===== config.mk =====
export PLATFORM = sky130hd
export DESIGN_NAME = control_r
export DESIGN_NICKNAME = d
export VERILOG_FILES = /design/src/rtl/usb_pkg.sv /design/src/rtl/rx_out_slot.sv /design/src/rtl/control_r.sv
export SDC_FILE = /design/constraint.sdc
export NUM_CORES = 1
export LEC_CHECK = 0
export ABC_AREA = 1
export BUFFER_PORTS_ARGS = -buffer_cell sky130_fd_sc_hd__buf_2
export CAP_MARGIN = 20
export CORE_AREA = 8 8 94 62
export CTS_CLUSTER_DIAMETER = 40
export DETAILED_ROUTE_END_ITERATION = 12
export DIE_AREA = 0 0 102 70
export PLACE_DENSITY_LB_ADDON = 0.2
export SLEW_MARGIN = 20
export SYNTH_ARGS = -nofsm -noshare
export SYNTH_HDL_FRONTEND = slang
export SYNTH_SLANG_ARGS = --single-unit

===== constraint.sdc =====
create_clock -name clk -period 4.5 [get_ports clk]
set_input_delay 0.45 -clock clk [delete_from_list [all_inputs] [get_ports clk]]
set_output_delay 0.45 -clock clk [all_outputs]
set_load 0.02 [all_outputs]

===== src/rtl/usb_pkg.sv =====
// Shared USB receive definitions: PID codes, PID classification helpers,
// the RX classifier state encoding and the output beat format.
package usb_pkg;

    localparam logic [7:0] PID_OUT   = 8'hE1;
    localparam logic [7:0] PID_IN    = 8'h69;
    localparam logic [7:0] PID_SETUP = 8'h2D;
    localparam logic [7:0] PID_SOF   = 8'hA5;
    localparam logic [7:0] PID_ACK   = 8'hD2;
    localparam logic [7:0] PID_NAK   = 8'h5A;
    localparam logic [7:0] PID_STALL = 8'h1E;
    localparam logic [7:0] PID_DATA0 = 8'hC3;
    localparam logic [7:0] PID_DATA1 = 8'h4B;
    localparam logic [7:0] PID_DATA2 = 8'h87;
    localparam logic [7:0] PID_MDATA = 8'h0F;

    typedef enum logic [2:0] {
        ST_IDLE,
        ST_TOKEN,
        ST_DATA,
        ST_ABORT,
        ST_DROP
    } rx_state_e;

    // dst = 1 steers the beat to the link-layer data path, 0 to the CRC5 path.
    typedef struct packed {
        logic       sop;
        logic       eop;
        logic       cancle;
        logic       dst;
        logic [7:0] data;
    } rx_beat_t;

    // Upper nibble must be the one's complement of the lower nibble.
    function automatic logic pid_ok(input logic [7:0] pid);
        return pid[7:4] == ~pid[3:0];
    endfunction

    function automatic logic pid_is_data(input logic [7:0] pid);
        return pid[1:0] == 2'b11;
    endfunction

endpackage


===== src/rtl/rx_out_slot.sv =====
// Single-entry output register shared by the token and data paths; the
// ready of whichever path the held beat targets decides when it drains.
module rx_out_slot
    import usb_pkg::*;
(
    input  logic     clk,
    input  logic     rst,
    input  logic     load_i,
    input  rx_beat_t beat_i,
    input  logic     ro_ready_i,
    input  logic     lr_ready_i,
    output logic     free_o,
    output logic     valid_o,
    output rx_beat_t beat_o
);

    logic     valid_q, valid_d;
    rx_beat_t beat_q,  beat_d;

    assign free_o  = ~valid_q | (beat_q.dst ? lr_ready_i : ro_ready_i);
    assign valid_o = valid_q;
    assign beat_o  = beat_q;

    always_comb begin
        // NOTE: every variable gets a default before any branch so no latch is inferred.
        valid_d = valid_q & ~free_o;
        beat_d  = beat_q;
        if (load_i) begin
            valid_d = 1'b1;
            beat_d  = beat_i;
        end
    end

    always_ff @(posedge clk) begin
        // NOTE: sequential state uses non-blocking assignment so all registers update together.
        if (rst) begin
            valid_q <= 1'b0;
            // NOTE: the payload is reset too because the data/framing outputs must read 0 after reset.
            beat_q  <= '0;
        end else begin
            valid_q <= valid_d;
            beat_q  <= beat_d;
        end
    end

endmodule


===== src/rtl/control_r.sv =====
// RX packet classifier: routes PHY bytes to the token (CRC5) or data path by
// PID, drops bad-PID packets and closes over-length/interrupted packets.
module control_r
    import usb_pkg::*;
#(
    parameter int MAX_TOKEN_LEN = 3,
    parameter int MAX_DATA_LEN  = 1027
) (
    input  logic       clk,
    input  logic       rst,
    input  logic       rx_pl_sop,
    input  logic       rx_pl_eop,
    input  logic       rx_pl_valid,
    output logic       rx_pl_ready,
    input  logic [7:0] rx_pl_data,
    output logic       rx_ro_sop,
    output logic       rx_ro_eop,
    output logic       rx_ro_valid,
    input  logic       rx_ro_ready,
    output logic [7:0] rx_ro_data,
    output logic       rx_ro_cancle,
    output logic       rx_lr_sop,
    output logic       rx_lr_eop,
    output logic       rx_lr_valid,
    input  logic       rx_lr_ready,
    output logic [7:0] rx_lr_data,
    output logic       rx_lr_cancle,
    output logic       rx_data_on,
    output logic       rx_pid_err
);

    localparam int CNT_W = $clog2(MAX_DATA_LEN + 2);
    localparam logic [CNT_W-1:0] TOKEN_LIM = CNT_W'(MAX_TOKEN_LEN);
    localparam logic [CNT_W-1:0] DATA_LIM  = CNT_W'(MAX_DATA_LEN);

    rx_state_e        state_q, state_d;
    logic [CNT_W-1:0] cnt_q, cnt_d;
    logic             dst_q, dst_d;
    logic             pid_err_q, pid_err_d;

    logic             slot_free, slot_valid, load;
    rx_beat_t         load_beat, out_beat;
    logic [CNT_W-1:0] limit;
    logic             over_len, sop_here;

    rx_out_slot u_slot (
        .clk        (clk),
        .rst        (rst),
        .load_i     (load),
        .beat_i     (load_beat),
        .ro_ready_i (rx_ro_ready),
        .lr_ready_i (rx_lr_ready),
        .free_o     (slot_free),
        .valid_o    (slot_valid),
        .beat_o     (out_beat)
    );

    assign limit    = (state_q == ST_DATA) ? DATA_LIM : TOKEN_LIM;
    assign over_len = (cnt_q == limit);
    // A sop seen while dropping restarts classification in the same cycle.
    assign sop_here = (state_q == ST_IDLE) | ((state_q == ST_DROP) & rx_pl_sop);

    always_comb begin
        state_d     = state_q;
        cnt_d       = cnt_q;
        dst_d       = dst_q;
        pid_err_d   = 1'b0;
        rx_pl_ready = 1'b0;
        load        = 1'b0;
        load_beat   = '0;

        if (sop_here) begin
            cnt_d = '0;
            if (!rx_pl_sop || !pid_ok(rx_pl_data)) begin
                rx_pl_ready = 1'b1;
                if (rx_pl_valid && rx_pl_sop) begin
                    pid_err_d = 1'b1;
                    state_d   = rx_pl_eop ? ST_IDLE : ST_DROP;
                end
            end else begin
                rx_pl_ready = slot_free;
                if (rx_pl_valid && slot_free) begin
                    load           = 1'b1;
                    load_beat.sop  = 1'b1;
                    load_beat.eop  = rx_pl_eop;
                    load_beat.dst  = pid_is_data(rx_pl_data);
                    load_beat.data = rx_pl_data;
                    dst_d          = pid_is_data(rx_pl_data);
                    cnt_d          = CNT_W'(1);
                    if (rx_pl_eop)
                        state_d = ST_IDLE;
                    else
                        state_d = pid_is_data(rx_pl_data) ? ST_DATA : ST_TOKEN;
                end
            end
        end else begin
            case (state_q)
                ST_TOKEN, ST_DATA: begin
                    if (rx_pl_valid && rx_pl_sop) begin
                        state_d = ST_ABORT;
                    end else begin
                        rx_pl_ready = slot_free;
                        if (rx_pl_valid && slot_free) begin
                            load             = 1'b1;
                            load_beat.eop    = rx_pl_eop | over_len;
                            load_beat.cancle = over_len;
                            load_beat.dst    = dst_q;
                            load_beat.data   = rx_pl_data;
                            if (cnt_q != '1)
                                cnt_d = cnt_q + CNT_W'(1);
                            if (rx_pl_eop) begin
                                state_d = ST_IDLE;
                                cnt_d   = '0;
                            end else if (over_len) begin
                                state_d = ST_DROP;
                            end
                        end
                    end
                end
                ST_ABORT: begin
                    if (slot_free) begin
                        load             = 1'b1;
                        load_beat.eop    = 1'b1;
                        load_beat.cancle = 1'b1;
                        load_beat.dst    = dst_q;
                        state_d          = ST_IDLE;
                        cnt_d            = '0;
                    end
                end
                ST_DROP: begin
                    rx_pl_ready = 1'b1;
                    if (rx_pl_valid && rx_pl_eop)
                        state_d = ST_IDLE;
                end
                default: ;
            endcase
        end
    end

    always_ff @(posedge clk) begin
        if (rst) begin
            state_q   <= ST_IDLE;
            cnt_q     <= '0;
            dst_q     <= 1'b0;
            pid_err_q <= 1'b0;
        end else begin
            state_q   <= state_d;
            cnt_q     <= cnt_d;
            dst_q     <= dst_d;
            pid_err_q <= pid_err_d;
        end
    end

    assign rx_ro_valid  = slot_valid & ~out_beat.dst;
    assign rx_lr_valid  = slot_valid &  out_beat.dst;
    assign rx_ro_sop    = out_beat.sop;
    assign rx_ro_eop    = out_beat.eop;
    assign rx_ro_cancle = out_beat.cancle;
    assign rx_ro_data   = out_beat.data;
    assign rx_lr_sop    = out_beat.sop;
    assign rx_lr_eop    = out_beat.eop;
    assign rx_lr_cancle = out_beat.cancle;
    assign rx_lr_data   = out_beat.data;
    assign rx_data_on   = (state_q == ST_DATA);
    assign rx_pid_err   = pid_err_q;

endmodule


==> out/metrics.yaml, run 1 <==
syn-num-nets: 363
yosys_warnings: 0
syn_inst: 347
ys_seq_elements: 29
drc: 0
fmax_ghz: 0.420
cts_hold_buf: 0
path_cells: "inv_1, nand2_4, nor2_4, inv_2, nor2_4, inv_2, o21ai_0, o21ai_0, buf_2"
synthFlopType: "dfxtp_1"
hold_path_class: "reg -> reg"
fin_crit_sh_pct: 53.0
drt_iter0_markers: 139
grt_max_degree: 26
num_vias: 2142
cts_root_buf: "clkbuf_8"
yosys-top-cells-area: "dfxtp_1, nand2_1, nand3_1"
placedCellCount: 421
synth_area_um2: 2220
skew_ns: 0.00797
yosysSeqAreaShare_pct: 26.1
yosys.area_share.simple_pct: 45.1
crit_fanout: 13
grt_pass1_wl_um: 9180
async_reset_ff_share_pct: 0
crit_type: "reg -> out"
instances_no_fill: 429
powerDensity_nw_per_um2: 458
fin_area_um2: 2380
status: "finished, final reports clean"
fin_util_pct: 53.7
cp_slowest_cell: "dfxtp_1"
ios: 42
synth_top_area_share_pct: 26.1
die_y_um: 70
synth-edff-count: 0
period_needed_ns: 2.38
fp.dieW_um: 102
synth.distinct_cells: 31
synth_most_common_cell: "nand2_1"
crit_arrival_ns: 1.93
nNetsFinal: 381
maxSlewHeadroom_pct: 59.1
regArea_um2: 581
insertion_delay_ns: 0.28
cp-end-kind: "primary output"
leakage_nw: 1.12
portBuffers: 41
cts_made_buffers: 5
ir_worst_vdd_v: 0.000156
antenna_found_initial: 0
final_hold_viol_count: 0
clk_pin_slew_ns: 0.07
startpoint: "state_q[0]"
clockBufferDepth: 2
first_pass_iters: 5
synth_compound_area_share_pct: 10.3
finalWirelength_um: 5500
finalMaxSlewViolations: 0
crit_cells: 9
syn_area_per_cell_um2: 6.41
cts_resized: 0
finalSetupViolCount: 0
antenna_left: 0
startpoint_type: "flop"
grt_pass1_vias: 1906
multi_input_area_um2: 1240
postPlaceCellArea_um2: 2270
n_antenna_cell: 0
synth.area.mux_share_pct: 0
cts_tree: "done"
gr-total-overflow: 0
routabilityCongestion: 0.906
r2r_start: "state_q[1]"
area_growth_pct: 6.81
num-fill-cells: 466
wl_per_cell_um: 12.8
viasPerCell: 4.99
tightest_slew_ns: 0.614
fin_setup_tns_ns: 0
place.detailed.hpwl_um: 4170
rows: 19
synth_xor_area_share_pct: 0
clock_sinks: 29
min-delay-start: "dst_q"
die-area_um2: 7140
postCtsSetupBuffers: 0
rsz0062_at_grt: "false"
cpPeakStageDelay_ns: 0.34
cp.required_ns: 4.05
drv_cap: 0
cp_top_family: "simple AND/OR/NAND/NOR gates"
synthAdderAreaFrac_pct: 0.562
netlist_top_cells_count: "nand2_1, nand3_1, inv_1"
synth_top_family_by_area: "simple AND/OR/NAND/NOR gates"
h-tree-depth: 2
layout-drive-gt1-share_pct: 26.5
hold_depth: 2
cp_num_buf_inv: 4
ff2ff_path_depth: 9
initial_core_util_pct: 50.3
yosys.area.top_type: "dfxtp_1"
core-area_um2: 4420
grt_usage_pct: 15.7
layout make-up:
type                       count  area share, %
sequential                    29           24.4
multi-input combinational    244           52.4
inverter                      44           6.95
clock buffer                   7           4.05
clock inverter                 1          0.211
tap                           63           3.32
timing repair buffer          41           8.64
through the flow:
step	worst slack, ns	power [mW]	hold slack, ns
floorplan	2.69	0.785	0.439
global placement	2.38	0.847	0.453
detailed placement	2.38	0.852	0.456
CTS	2.12	1.09	0.460
global route	1.98	1.17	0.474
finish	2.12	1.09	0.463
metal layers:
metal	GRT usage, %	vias to the layer above	wire length (µm)
met3	3.66	5	416
li1	-	1135	-
met2	22.8	55	2230
met5	0	-	0
met1	22.0	947	2800
met4	4.53	0	47
where the power goes:
part,switching (mW),leakage (nW),total [mW],internal (mW)
clock network,0.103,0.0542,0.241,0.138
logic,0.383,0.830,0.530,0.147
registers,0.0317,0.235,0.317,0.285
cell families after synthesis:
| family | after synthesis |
|---|---|
| flops | 29 |
| simple gates | 206 |
| fa+ha+maj | 1 |
| compound gates | 37 |
| buf+inv | 74 |
sequential cells by signal (all words and copies together), names as in the netlist:
name and cells:
u_slot.valid_o 1, u_slot.beat_o 12, dst_q 1, cnt_q 11
state_q 3, rx_pid_err 1
cells in the final DEF (no fill, tap or decap), types with 3 or more instances in the layout:
| cell type | synthesis | layout |
|---|---|---|
| clkbuf_8 | 0 | 7 |
| nor2_4 | 7 | 7 |
| nor2_2 | 3 | 3 |
| dfxtp_1 | 29 | 29 |
| a21oi_1 | 17 | 17 |
| inv_2 | 8 | 8 |
| inv_1 | 35 | 35 |
| nand2_2 | 15 | 15 |
| nand2_1 | 79 | 79 |
| nor2_1 | 27 | 27 |
| o21ai_0 | 7 | 7 |
| nor3_1 | 7 | 7 |
| a21oi_2 | 10 | 10 |
| nand4_1 | 8 | 8 |
| nand3_1 | 53 | 53 |
| buf_2 | 1 | 41 |
worst paths after layout:
check,to,slack [ns]
worst max-delay path,rx_pl_ready,2.12
worst min-delay path,dst_q,0.46
worst max register to register,cnt_q[10],2.44
worst min register to register,dst_q,0.46
worst reg2reg max path, cell delays in order (launching register included):
cell     delay [ns]
dfxtp_1        0.44
nand2_1        0.17
nor2_2         0.48
nand2_1        0.17
o21ai_0        0.11
nor2_1         0.08
nand2_2        0.29
o21ai_0        0.13
inv_1          0.06
nor2_1         0.03
(Power assumes the default switching activity.)
==> run 2, diff against run 1 <==
--- a/config.mk
+++ b/config.mk
@@ -5,13 +5,13 @@
 export SDC_FILE = /design/constraint.sdc
 export NUM_CORES = 1
 export LEC_CHECK = 0
-export ABC_AREA = 1
+export ABC_AREA = 0
 export BUFFER_PORTS_ARGS = -buffer_cell sky130_fd_sc_hd__buf_2
 export CAP_MARGIN = 20
-export CORE_AREA = 8 8 94 62
+export CORE_AREA = 8 8 90 60
 export CTS_CLUSTER_DIAMETER = 40
 export DETAILED_ROUTE_END_ITERATION = 12
-export DIE_AREA = 0 0 102 70
+export DIE_AREA = 0 0 98 68
 export PLACE_DENSITY_LB_ADDON = 0.2
 export SLEW_MARGIN = 20
 export SYNTH_ARGS = -nofsm -noshare
==> constraint.sdc (replaced) <==
create_clock -name clk -period 2.1 [get_ports clk]
set_input_delay 0.21 -clock clk [delete_from_list [all_inputs] [get_ports clk]]
set_output_delay 0.21 -clock clk [all_outputs]
set_load 0.02 [all_outputs]
==> out/metrics.yaml, run 2 <==
maxSlewHeadroom_pct: 61.6
syn-num-nets: 249
area_growth_pct: 20.4
synth.distinct_cells: 62
rows: 19
instances_no_fill: 325
final_common_cell: "buf_2"
skew_ns: 0.00767
met1_usage_pct: 22.0
grt_pass1_vias: 1632
synth.area.mux_share_pct: 2.32
grt_usage_pct: 15.4
period_needed_ns: 2.02
clk_pin_slew_ns: 0.07
holdWs_ns: 0.192
tightest_slew_ns: 0.576
antenna_left: 0
synth_area_um2: 1890
top_usage_layer: "met1"
ios: 42
leakage_nw: 0.961
drv_cap: 0
postCtsSetupBuffers: 0
fin_crit_sh_pct: 96.3
n_antenna_cell: 0
cp_num_buf_inv: 1
drc: 0
cts_made_buffers: 5
yosys-top-cells-area: "dfxtp_1, buf_4, a21oi_1"
gr-total-overflow: 0
mostFrequentLayoutCells: "buf_2, dfxtp_1, nand3_1, a21oi_1, buf_4"
grtUsageMet3_pct: 5.69
powerDensity_nw_per_um2: 589
die-area_um2: 6660
cts_root_buf: "clkbuf_8"
cp_slowest_cell: "or4_4"
synth-edff-count: 0
cp-end-kind: "flop"
die_y_um: 68
p_total_mw: 1.34
wl_per_cell_um: 15.8
synth_compound_area_share_pct: 24.0
grt_max_degree: 32
crit_arrival_ns: 2.17
startpoint_type: "flop"
synth_top_area_share_pct: 30.7
grt_pass1_wl_um: 8060
num_vias: 1824
netlist_top_cells_count: "dfxtp_1, a21oi_1, nand3_1"
synth_top_family_by_area: "simple AND/OR/NAND/NOR gates"
synth_xor_area_share_pct: 1.85
finalSetupViolCount: 0
num-fill-cells: 399
ir_worst_vdd_v: 0.000247
cp_top_family: "simple AND/OR/NAND/NOR gates"
yosys.area_share.simple_pct: 28.2
fmax_ghz: 0.495
grtUsageMet2_pct: 19.7
nNetsFinal: 288
postPlaceCellArea_um2: 2140
async_reset_ff_share_pct: 0
ys_seq_elements: 29
drt_iter0_markers: 126
fin_util_pct: 54.1
crit_type: "reg -> reg"
yosysSeqAreaShare_pct: 30.7
final_hold_viol_count: 0
clockBufferDepth: 2
layout-drive-gt1-share_pct: 32.6
yosys_warnings: 0
syn_inst: 233
synthAdderAreaFrac_pct: 1.19
fin_area_um2: 2280
finalWirelength_um: 5140
insertion_delay_ns: 0.29
hold_path_class: "in -> reg"
cp.required_ns: 2.25
cts_tree: "done"
viasPerCell: 5.61
status: "finished, final reports clean"
clock_sinks: 29
core-area_um2: 4210
h-tree-depth: 2
portBuffers: 41
place.detailed.hpwl_um: 3850
largest_reg_flops: 12
syn_area_per_cell_um2: 8.11
cpPeakStageDelay_ns: 0.58
crit_fanout: 7
routabilityCongestion: 0.883
path_cells: "nand4b_1, or4_4, a221oi_4, buf_6, nand3b_1, a21oi_1"
fp.dieW_um: 98
synthFlopType: "dfxtp_1"
placedCellCount: 317
synth_most_common_cell: "dfxtp_1"
finalMaxSlewViolations: 0
yosys.area.top_type: "dfxtp_1"
first_pass_iters: 5
antenna_found_initial: 0
initial_core_util_pct: 44.9
[run 2: changes by cell type after synthesis, sizes merged, moves of 6 or more]
cell / change
inv: -39
nand3: -30
nand2: -80
clkbuf: +6
nor2: -28
[run 2: worst reg2reg max path, stage by stage (launching register included)]
cell      delay [ns]
dfxtp_1         0.44
nand4b_1        0.13
or4_4           0.58
a221oi_4        0.37
buf_6           0.17
nand3b_1        0.10
a21oi_1         0.07
[run 2: power by group]
| part | switching [mW] | leakage, nW | internal [mW] | total [mW] |
|---|---|---|---|---|
| clock | 0.230 | 0.0574 | 0.385 | 0.616 |
| sequential | 0.00884 | 0.235 | 0.557 | 0.565 |
| combinational | 0.0916 | 0.668 | 0.0678 | 0.159 |
| total | 0.331 | 0.961 | 1.01 | 1.34 |
[run 2: repair_timing]
action                                  CTS  global route
resized for setup                         0             6
endpoints found under the setup margin    0            12
endpoints found under the hold margin     0             0
hold buffers                              0             0
[run 2: final cells by class]
type	instances	area, µm²	share of cell area, %
multi-input combinational	167	1100	48.3
sequential	29	583	25.6
timing repair buffer	65	393	17.3
clock buffer	6	82.6	3.63
tap	52	65.1	2.86
clock inverter	2	37.5	1.65
inverter	4	15.0	0.660
[run 2: metal layers]
metal  routed length, µm  vias to the layer above
li1                    -                      924
met1                2720                      819
met2                1930                       74
met3                 424                        7
met4                  65                        0
met5                   0                        -
[run 2: logic make-up (layout without fill, tap and decap cells)]
group / after synthesis / count (layout)
flip-flops: 29 / 29
AND/OR/NAND/NOR: 94 / 94
buffers and inverters: 37 / 77
adder cells (fa/ha/maj): 2 / 2
AO/OA/AOI/OAI: 63 / 63
multiplexers: 4 / 4
XOR/XNOR: 4 / 4
[run 2: stage by stage]
step	setup TNS, ns	setup slack, ns
2_1_floorplan	0	0.122
3_3_place_gp	0	0.0952
3_5_place_dp	0	0.0202
4_1_cts	0	0.00109
5_1_grt	-0.00157	-0.00157
6_report	0	0.0780
[run 2: worst paths after layout]
check | start | end | slack [ns] | cells after the start
setup / recovery | cnt_q[8] | cnt_q[1] | 0.08 | 6
hold / removal | rx_pl_data[3] | u_slot.beat_o[3] | 0.19 | 3
setup reg to reg | cnt_q[8] | cnt_q[1] | 0.08 | 6
hold reg to reg | dst_q | dst_q | 0.47 | 2
